**src/rtl/scpad_req_arbiter.sv**
```systemverilog
// Scratchpad request arbiter: picks one of two requesters (FE, BE) per cycle,
// issues the winner to the banks, and routes read data / write completions
// back to the issuer after a fixed LAT-cycle pipeline.
// Optional build macro: SCPAD_ARB_STARVE_EN enables the FE anti-starvation
// counter; without it, BE always has strict priority over FE.

package scpad_arb_pkg;
   typedef logic [31:0] scpad_data_t;

   typedef struct packed {
      logic [3:0] bank;
      logic [9:0] addr;
   } xbar_desc_t;

   typedef enum logic {
      SRC_FE = 1'b0,
      SRC_BE = 1'b1
   } req_src_t;

   typedef struct packed {
      logic        valid;
      req_src_t    src;
      xbar_desc_t  xbar;
      scpad_data_t wdata;
   } sel_wr_req_t;

   typedef struct packed {
      logic       valid;
      req_src_t   src;
      xbar_desc_t xbar;
   } sel_rd_req_t;

   typedef struct packed {
      logic        complete;
      scpad_data_t rdata;
   } rd_res_t;

   typedef struct packed {
      logic complete;
   } wr_res_t;
endpackage

module scpad_req_arbiter
   import scpad_arb_pkg::*;
#(
   parameter int unsigned LAT        = 2,
   parameter int unsigned STARVE_MAX = 4
) (
   input  logic        clk,
   input  logic        rst,
   input  logic        fe_req_valid,
   input  logic        be_req_valid,
   input  logic        fe_req_write,
   input  logic        be_req_write,
   input  xbar_desc_t  fe_req_xbar,
   input  xbar_desc_t  be_req_xbar,
   input  scpad_data_t fe_req_wdata,
   input  scpad_data_t be_req_wdata,
   output logic        fe_req_ready,
   output logic        be_req_ready,
   output sel_wr_req_t sel_wr_req,
   output sel_rd_req_t sel_rd_req,
   input  scpad_data_t bank_rdata,
   output rd_res_t     fe_rd_res,
   output rd_res_t     be_rd_res,
   output wr_res_t     fe_wr_res,
   output wr_res_t     be_wr_res
);

   typedef struct packed {
      logic     valid;
      logic     write;
      req_src_t src;
   } tag_t;

   if (LAT < 1 || STARVE_MAX < 1) begin : g_param_check
      $error("scpad_req_arbiter: LAT and STARVE_MAX must both be >= 1");
   end

   logic        fe_grant;
   logic        be_grant;
   logic        win_write;
   req_src_t    win_src;
   xbar_desc_t  win_xbar;
   scpad_data_t win_wdata;
   tag_t        grant_tag;
   tag_t        tags [LAT];
   tag_t        tail;

`ifdef SCPAD_ARB_STARVE_EN
   localparam int unsigned CW = (STARVE_MAX < 1) ? 1 : $clog2(STARVE_MAX + 1);

   logic [CW-1:0] starve_cnt;
   logic          starve_hit;

   // FE has lost STARVE_MAX times in a row and is still asking: force it through
   always_comb begin
      starve_hit = fe_req_valid && (starve_cnt == CW'(STARVE_MAX));
   end

   // Grant: BE first unless the starvation override fires; nothing during reset
   always_comb begin
      fe_grant = 1'b0;
      be_grant = 1'b0;
      if (!rst) begin
         if (be_req_valid && !starve_hit) begin
            be_grant = 1'b1;
         end else if (fe_req_valid) begin
            fe_grant = 1'b1;
         end
      end
   end

   // Count consecutive FE losses to BE; any FE grant or FE withdrawal restarts it
   always_ff @(posedge clk) begin
      if (rst) begin
         starve_cnt <= '0;
      end else if (!fe_req_valid || fe_grant) begin
         starve_cnt <= '0;
      end else if (be_grant && (starve_cnt != CW'(STARVE_MAX))) begin
         starve_cnt <= starve_cnt + 1'b1;
      end
   end
`else
   // Grant: strict BE-over-FE priority; nothing during reset
   always_comb begin
      fe_grant = 1'b0;
      be_grant = 1'b0;
      if (!rst) begin
         if (be_req_valid) begin
            be_grant = 1'b1;
         end else if (fe_req_valid) begin
            fe_grant = 1'b1;
         end
      end
   end
`endif

   assign fe_req_ready = fe_grant;
   assign be_req_ready = be_grant;

   // Mux the winning requester's fields
   always_comb begin
      win_src   = be_grant ? SRC_BE : SRC_FE;
      win_write = be_grant ? be_req_write : fe_req_write;
      win_xbar  = be_grant ? be_req_xbar  : fe_req_xbar;
      win_wdata = be_grant ? be_req_wdata : fe_req_wdata;
   end

   // Drive the bank-side request and the tag that follows it down the pipe
   always_comb begin
      sel_wr_req = '0;
      sel_rd_req = '0;
      grant_tag  = '0;
      if (fe_grant || be_grant) begin
         grant_tag.valid = 1'b1;
         grant_tag.write = win_write;
         grant_tag.src   = win_src;
         if (win_write) begin
            sel_wr_req.valid = 1'b1;
            sel_wr_req.src   = win_src;
            sel_wr_req.xbar  = win_xbar;
            sel_wr_req.wdata = win_wdata;
         end else begin
            sel_rd_req.valid = 1'b1;
            sel_rd_req.src   = win_src;
            sel_rd_req.xbar  = win_xbar;
         end
      end
   end

   // Tag pipeline matching the bank latency; reset drops everything in flight
   always_ff @(posedge clk) begin
      if (rst) begin
         for (int unsigned i = 0; i < LAT; i++) begin
            tags[i] <= '0;
         end
      end else begin
         tags[0] <= grant_tag;
         for (int unsigned i = 1; i < LAT; i++) begin
            tags[i] <= tags[i-1];
         end
      end
   end

   // Oldest tag lines up with bank_rdata this cycle
   always_comb begin
      tail = tags[LAT-1];
   end

   // Route the completion to its issuer; suppressed while reset is asserted
   always_comb begin
      fe_rd_res = '0;
      be_rd_res = '0;
      fe_wr_res = '0;
      be_wr_res = '0;
      if (!rst && tail.valid) begin
         if (tail.write) begin
            if (tail.src == SRC_FE) begin
               fe_wr_res.complete = 1'b1;
            end else begin
               be_wr_res.complete = 1'b1;
            end
         end else begin
            if (tail.src == SRC_FE) begin
               fe_rd_res.complete = 1'b1;
               fe_rd_res.rdata    = bank_rdata;
            end else begin
               be_rd_res.complete = 1'b1;
               be_rd_res.rdata    = bank_rdata;
            end
         end
      end
   end

endmodule

```
**config.mk**
```make
export PLATFORM = sky130hd
export DESIGN_NAME = scpad_req_arbiter
export DESIGN_NICKNAME = d
export VERILOG_FILES = /design/src/rtl/scpad_req_arbiter.sv
export SDC_FILE = /design/constraint.sdc
export NUM_CORES = 1
export LEC_CHECK = 0
export BUFFER_PORTS_ARGS = -buffer_cell sky130_fd_sc_hd__clkbuf_2
export CAP_MARGIN = 5
export CORE_AREA = 2 2 101 103
export DETAILED_ROUTE_END_ITERATION = 7
export DIE_AREA = 0 0 103 105
export PLACE_DENSITY_LB_ADDON = 0.12
export REMOVE_ABC_BUFFERS = 1
export SLEW_MARGIN = 15
export SYNTH_ARGS = -nofsm -noshare
export SYNTH_HDL_FRONTEND = slang
export SYNTH_SLANG_ARGS = --single-unit
```
**constraint.sdc**
```tcl
create_clock -name clk -period 1.4 [get_ports clk]
set_input_delay 0.28 -clock clk [delete_from_list [all_inputs] [get_ports clk]]
set_output_delay 0.28 -clock clk [all_outputs]
set_load 0.005 [all_outputs]
```
==> out/results.ini, run 1 <==
[status]
status = finished, violations left
failed_checks = setup timing

[synthesis]
ys_seq_area_frac = 0.0709
avgSynthCellArea_um2 = 7.46
yosys.area.top_type = mux2i_1
ys_warn_count = 0
synth_flop_cell = dfxtp_1
async_flop_share = 0
synth.top_cell.area_share = 0.272
netlist_area_um2 = 1690
synth-edff-count = 0
synth_seq_cells = 6
synthTopCellsByArea = mux2i_1, and2_1, a21oi_1
netlist_instances = 227
synth.distinct_cells = 24

[routing]
ant_nets = 0
drt_iter0_drc = 84
drt_wl_total_um = 10000
drt_first_pass_iters = 4
vias = 2862
vias_per_cell = 4.42
wl_per_cell_um = 15.5
drcViolationCount = 0

[final_layout]
final_util = 0.442
layout-drive-gt1-share = 0.781
largest_register = tags
top_regs = tags: 6 flops
mostFrequentLayoutCells = clkbuf_2, and2_1, buf_2, mux2i_1, a21oi_2
antenna_cells = 0
syn_to_final_growth_pct = 151
largest_reg_flops = 6
layout_commonest_cell = clkbuf_2
fill_cells = 1016
nNetsFinal = 647

[floorplanning]
io_pins = 264
rows = 36
core_area_um2 = 9640
start_util = 0.176
die_h_um = 105
die_w_um = 103
dieArea_um2 = 10800

[clocking]
cts_buffers = 3
htree_levels = 1
clk_latency_ns = 0.22
clk_pin_slew_worst_paths_ns = 0.03
clockBufferDepth = 2
clock_sinks = 6
cts_root_buffer = clkbuf_8
tritoncts = built

[hold_path]
hp-class = register to register

[sta]
setup_ws_ns = -0.276
slew_violations = 0
period_needed_ns = 1.68
tightest_slew_ns = 0.450
rsz0062_at_grt = true
hold_violations = 0
fin_skew_ns = 0.000146
timing.slew.headroom = 0.700
setup_viol = 129
fin_crit_sh = 1.20
fmax_mhz = 597

[setup_path]
criticalPathCategory = register to primary output
start_kind = register
worstPathRequired_ns = 1.12
endpoint_kind = primary output
worst-path-max-fanout = 8
critPathArrivalTime_ns = 1.40

[run]
max_cap_viol_count = 0

[global_routing]
grt_overflow = 0
grt_use_total = 0.150
grt_start_max_net_pins = 36
antenna_found_initial = 0
grt_pass1_wl_um = 13100
grt_pass1_vias = 2632

[placed_design]
place_congestion = 0.715
hpwlAfterDp_um = 6440
io_buffers = 263

[power_and_ir_drop]
fin_total_pwr_mw = 1.37
p_per_area_nw_per_um2 = 321
ir_drop_mv = 0.227
p_leak_nw = 2.33

[path summary, 6_finish.rpt]
path                               from                    end  slack [ns]  cells after the start
setup / recovery  tags[0][4]$_SDFF_PP0_           fe_rd_res[5]       -0.28                      5
hold / removal    tags[0][0]$_SDFF_PP0_  tags[0][3]$_SDFF_PP0_        0.43                      1
setup reg to reg  tags[0][1]$_SDFF_PP0_  tags[0][4]$_SDFF_PP0_        0.90                      1
hold reg to reg   tags[0][0]$_SDFF_PP0_  tags[0][3]$_SDFF_PP0_        0.43                      1
[metal layers]
metal | vias up | global-route usage | wire [um]
met3 | 6 | 0.0140 | 728
met4 | 0 | 0.0273 | 71
li1 | 1389 | - | -
met1 | 1311 | 0.159 | 3610
met2 | 156 | 0.308 | 5630
met5 | - | 0 | 0
[Yosys cell counts, types with 3 or more instances]
cell,number
a21oi_1,33
a211oi_2,9
dfxtp_1,6
nand2_1,3
clkbuf_1,17
mux2i_1,46
nor2b_1,6
and2_1,64
buf_2,5
buf_1,3
a211oi_1,19
[what timing repair did]
item | 4_1_cts | 5_1_grt
setup endpoints to repair | 128 | 131
setup buffers | 10 | 7
pin swaps | 45 | 19
cloned | 8 | 11
gates resized for setup | 91 | 85
hold buffers | 0 | 0
[power breakdown]
group / total, mW / leakage [nW] / internal (mW) / switching [mW]
Sequential: 0.187 / 0.0505 / 0.182 / 0.00514
Combinational: 0.928 / 2.26 / 0.518 / 0.409
Clock: 0.251 / 0.0216 / 0.184 / 0.0668
Total: 1.37 / 2.33 / 0.884 / 0.481
[layout make-up]
class	instances	area [um2]	share of cell area
Clock buffer	3	41.3	0.00970
Inverter	1	6.26	0.00147
Multi-Input combinational cell	191	1770	0.415
Sequential cell	6	123	0.0288
Tap cell	133	166	0.0391
Timing Repair Buffer	314	2150	0.506
[worst max-delay path, stage by stage (launching register included)]
cell,delay [ns]
dfxtp_2,0.33
nor4b_4,0.28
buf_4,0.18
clkbuf_16,0.14
and2_1,0.13
clkbuf_2,0.11
[logic make-up after synthesis]
| family | after synthesis | share of synthesized area |
|---|---|---|
| simple gates | 84 | 0.326 |
| compound gates | 61 | 0.248 |
| mux | 46 | 0.272 |
| buf+inv | 30 | 0.0834 |
| flops | 6 | 0.0709 |
[through the flow]
stage	hold slack [ns]	setup TNS (ns)	worst slack, ns	std cells	cell area [um2]
finish	0.427	-26.76	-0.276	648	4260
global route	0.443	-32.73	-0.325	648	4260
CTS	0.432	-24.06	-0.273	633	3960
detailed placement	0.424	-18.85	-0.252	613	3270
global placement	0.420	-18.01	-0.229	613	3270
floorplan	0.352	-29.64	-0.508	198	1560
No activity file was read; power rests on OpenSTA's default activity.
==> inputs of run 2 (changes only) <==
--- a/config.mk
+++ b/config.mk
@@ -10,7 +10,7 @@
 export CORE_AREA = 2 2 101 103
 export DETAILED_ROUTE_END_ITERATION = 7
 export DIE_AREA = 0 0 103 105
-export PLACE_DENSITY_LB_ADDON = 0.12
+export PLACE_DENSITY_LB_ADDON = 0.05
 export REMOVE_ABC_BUFFERS = 1
 export SLEW_MARGIN = 15
 export SYNTH_ARGS = -nofsm -noshare
==> run 2 against run 1 <==
  * The run still ends with setup timing left
  * Core utilization is 5.1 points lower
  * Critical path depth down 1
  * Via count is 3.7% lower
  * Sequential share of layout area is 0.38 points higher
  * Clock skew about the same
  * Flip-flop and latch count stayed put
  * First-iteration DRC count down 18%
  * Final area decreased by 12%
  * Count of clock-buffer cells in the layout unchanged
  * Die area unchanged
  * Critical endpoint is now fe_rd_res[8]
  * Largest power group unchanged
  * Highest routed layer unchanged
==> out/results.ini, run 2 (synthesis results as in run 1) <==
[status]
status = finished, violations left
failed_checks = setup timing

[setup_path]
r2r_slack_ns = 0.89
critPathArrivalTime_ns = 1.35
start_kind = register
worst-path-max-fanout = 33
criticalPathCategory = register to primary output
worstPathCellList = nor4b_4 -> buf_12 -> and2_1 -> buf_2
slowest_delay_ns = 0.33
endpoint_kind = primary output
worstPathRequired_ns = 1.12
slowest_stage = dfxtp_2

[clocking]
clk_latency_ns = 0.22
htree_levels = 1
clock_sinks = 6
clk_pin_slew_worst_paths_ns = 0.03
tritoncts = built
cts_buffers = 3
clockBufferDepth = 2
cts_root_buffer = clkbuf_8

[power_and_ir_drop]
p_per_area_nw_per_um2 = 331
p_sw_frac = 0.349
p_comb_frac = 0.645
p_int_mw = 0.812
fin_total_pwr_mw = 1.25
ir_drop_mv = 0.192
p_leak_nw = 2.10
power.switching_mw = 0.435
clock_power_share = 0.205
share_seq_of_total_power = 0.150

[floorplanning]
io_pins = 264
die_h_um = 105
core_area_um2 = 9640
die_w_um = 103
dieArea_um2 = 10800
rows = 36
start_util = 0.176

[run]
max_cap_viol_count = 0

[routing]
ant_nets = 0
drt_iter0_drc = 69
drt_wl_total_um = 8620
vias_per_cell = 4.42
drt_first_pass_iters = 4
wl_per_cell_um = 13.8
vias = 2755
drcViolationCount = 0

[sta]
fmax_mhz = 612
fin_skew_ns = 0.000452
fin_setup_tns_ns = -18.82
slew_violations = 0
period_needed_ns = 1.63
hold_violations = 0
setup_viol = 128
fin_crit_sh = 1.17
tightest_slew_ns = 0.467
holdWs_ns = 0.427
rsz0062_at_grt = true
timing.slew.headroom = 0.689
setup_ws_ns = -0.235

[final_layout]
fill_cells = 1013
antenna_cells = 0
mostFrequentLayoutCells = clkbuf_2, and2_1, mux2i_1, buf_2, a211oi_2
largest_register = tags
top_regs = tags: 6 flops
nNetsFinal = 623
largest_reg_flops = 6
layout_commonest_cell = clkbuf_2
syn_to_final_growth_pct = 122
layout-drive-gt1-share = 0.705
final_util = 0.391

[global_routing]
grt_overflow = 0
antenna_found_initial = 0
grt_pass1_vias = 2481
grt_start_max_net_pins = 35
grt_use_total = 0.140
grt_pass1_wl_um = 12200

[placed_design]
place_congestion = 0.735
io_buffers = 263
hpwlAfterDp_um = 6690
preCtsSetupSlack_ns = -0.257

[hold_path]
hp-class = register to register

run 2: cell types whose count changed in the layout (fill, tap and decap cells not counted), sizes merged:
cell,delta
clkbuf,+16
buf,-40
run 2: path summary, 6_finish.rpt:
check / from / to / depth (start not counted)
hold reg to reg: tags[0][2]$_SDFF_PP0_ / tags[0][5]$_SDFF_PP0_ / 1
setup reg to reg: tags[0][0]$_SDFF_PP0_ / tags[0][3]$_SDFF_PP0_ / 1
setup / recovery: tags[0][3]$_SDFF_PP0_ / fe_rd_res[8] / 4
hold / removal: tags[0][2]$_SDFF_PP0_ / tags[0][5]$_SDFF_PP0_ / 1
run 2: timing repair:
action | 4_1_cts | 5_1_grt
pin swaps | 27 | 5
endpoints found under the setup margin | 129 | 130
buffers inserted | 2 | 2
cloned | 2 | 2
gates resized for setup | 45 | 64
hold buffers | 0 | 0
run 2: worst max-delay path: cells and delay by family, from the launching register on:
kind,cells,cell delay (ns)
and+or+nand+nor,2,0.46
buffers and inverters,2,0.34
DFF,1,0.33
run 2: per-stage QoR:
step | cells | instance area (um2)
finish | 624 | 3770
CTS | 620 | 3580
detailed placement | 613 | 3280
global placement | 613 | 3280
floorplan | 198 | 1560
global route | 624 | 3770
run 2: area by class of cell:
class | instances | area, um2 | area share
Clock buffer | 3 | 41.3 | 0.0110
Inverter | 1 | 3.75 | 0.000997
Multi-Input combinational cell | 191 | 1680 | 0.446
Sequential cell | 6 | 123 | 0.0326
Tap cell | 133 | 166 | 0.0442
Timing Repair Buffer | 290 | 1750 | 0.466
run 2: power by group through the flow:
stage | Sequential [mW] | Combinational [mW] | Clock [mW]
2_1_floorplan | 0.187 | 0.231 | 0
5_1_grt | 0.188 | 0.875 | 0.275
4_1_cts | 0.187 | 0.750 | 0.267
3_5_place_dp | 0.189 | 0.668 | 0
6_report | 0.187 | 0.804 | 0.256
3_3_place_gp | 0.189 | 0.663 | 0
run 2: metal layers:
layer | global-route usage | part of all wire | wire length (um)
met1 | 0.149 | 0.35 | 3040
met2 | 0.272 | 0.54 | 4680
met3 | 0.0201 | 0.083 | 716
met4 | 0.0432 | 0.021 | 179
met5 | 0 | 0 | 0
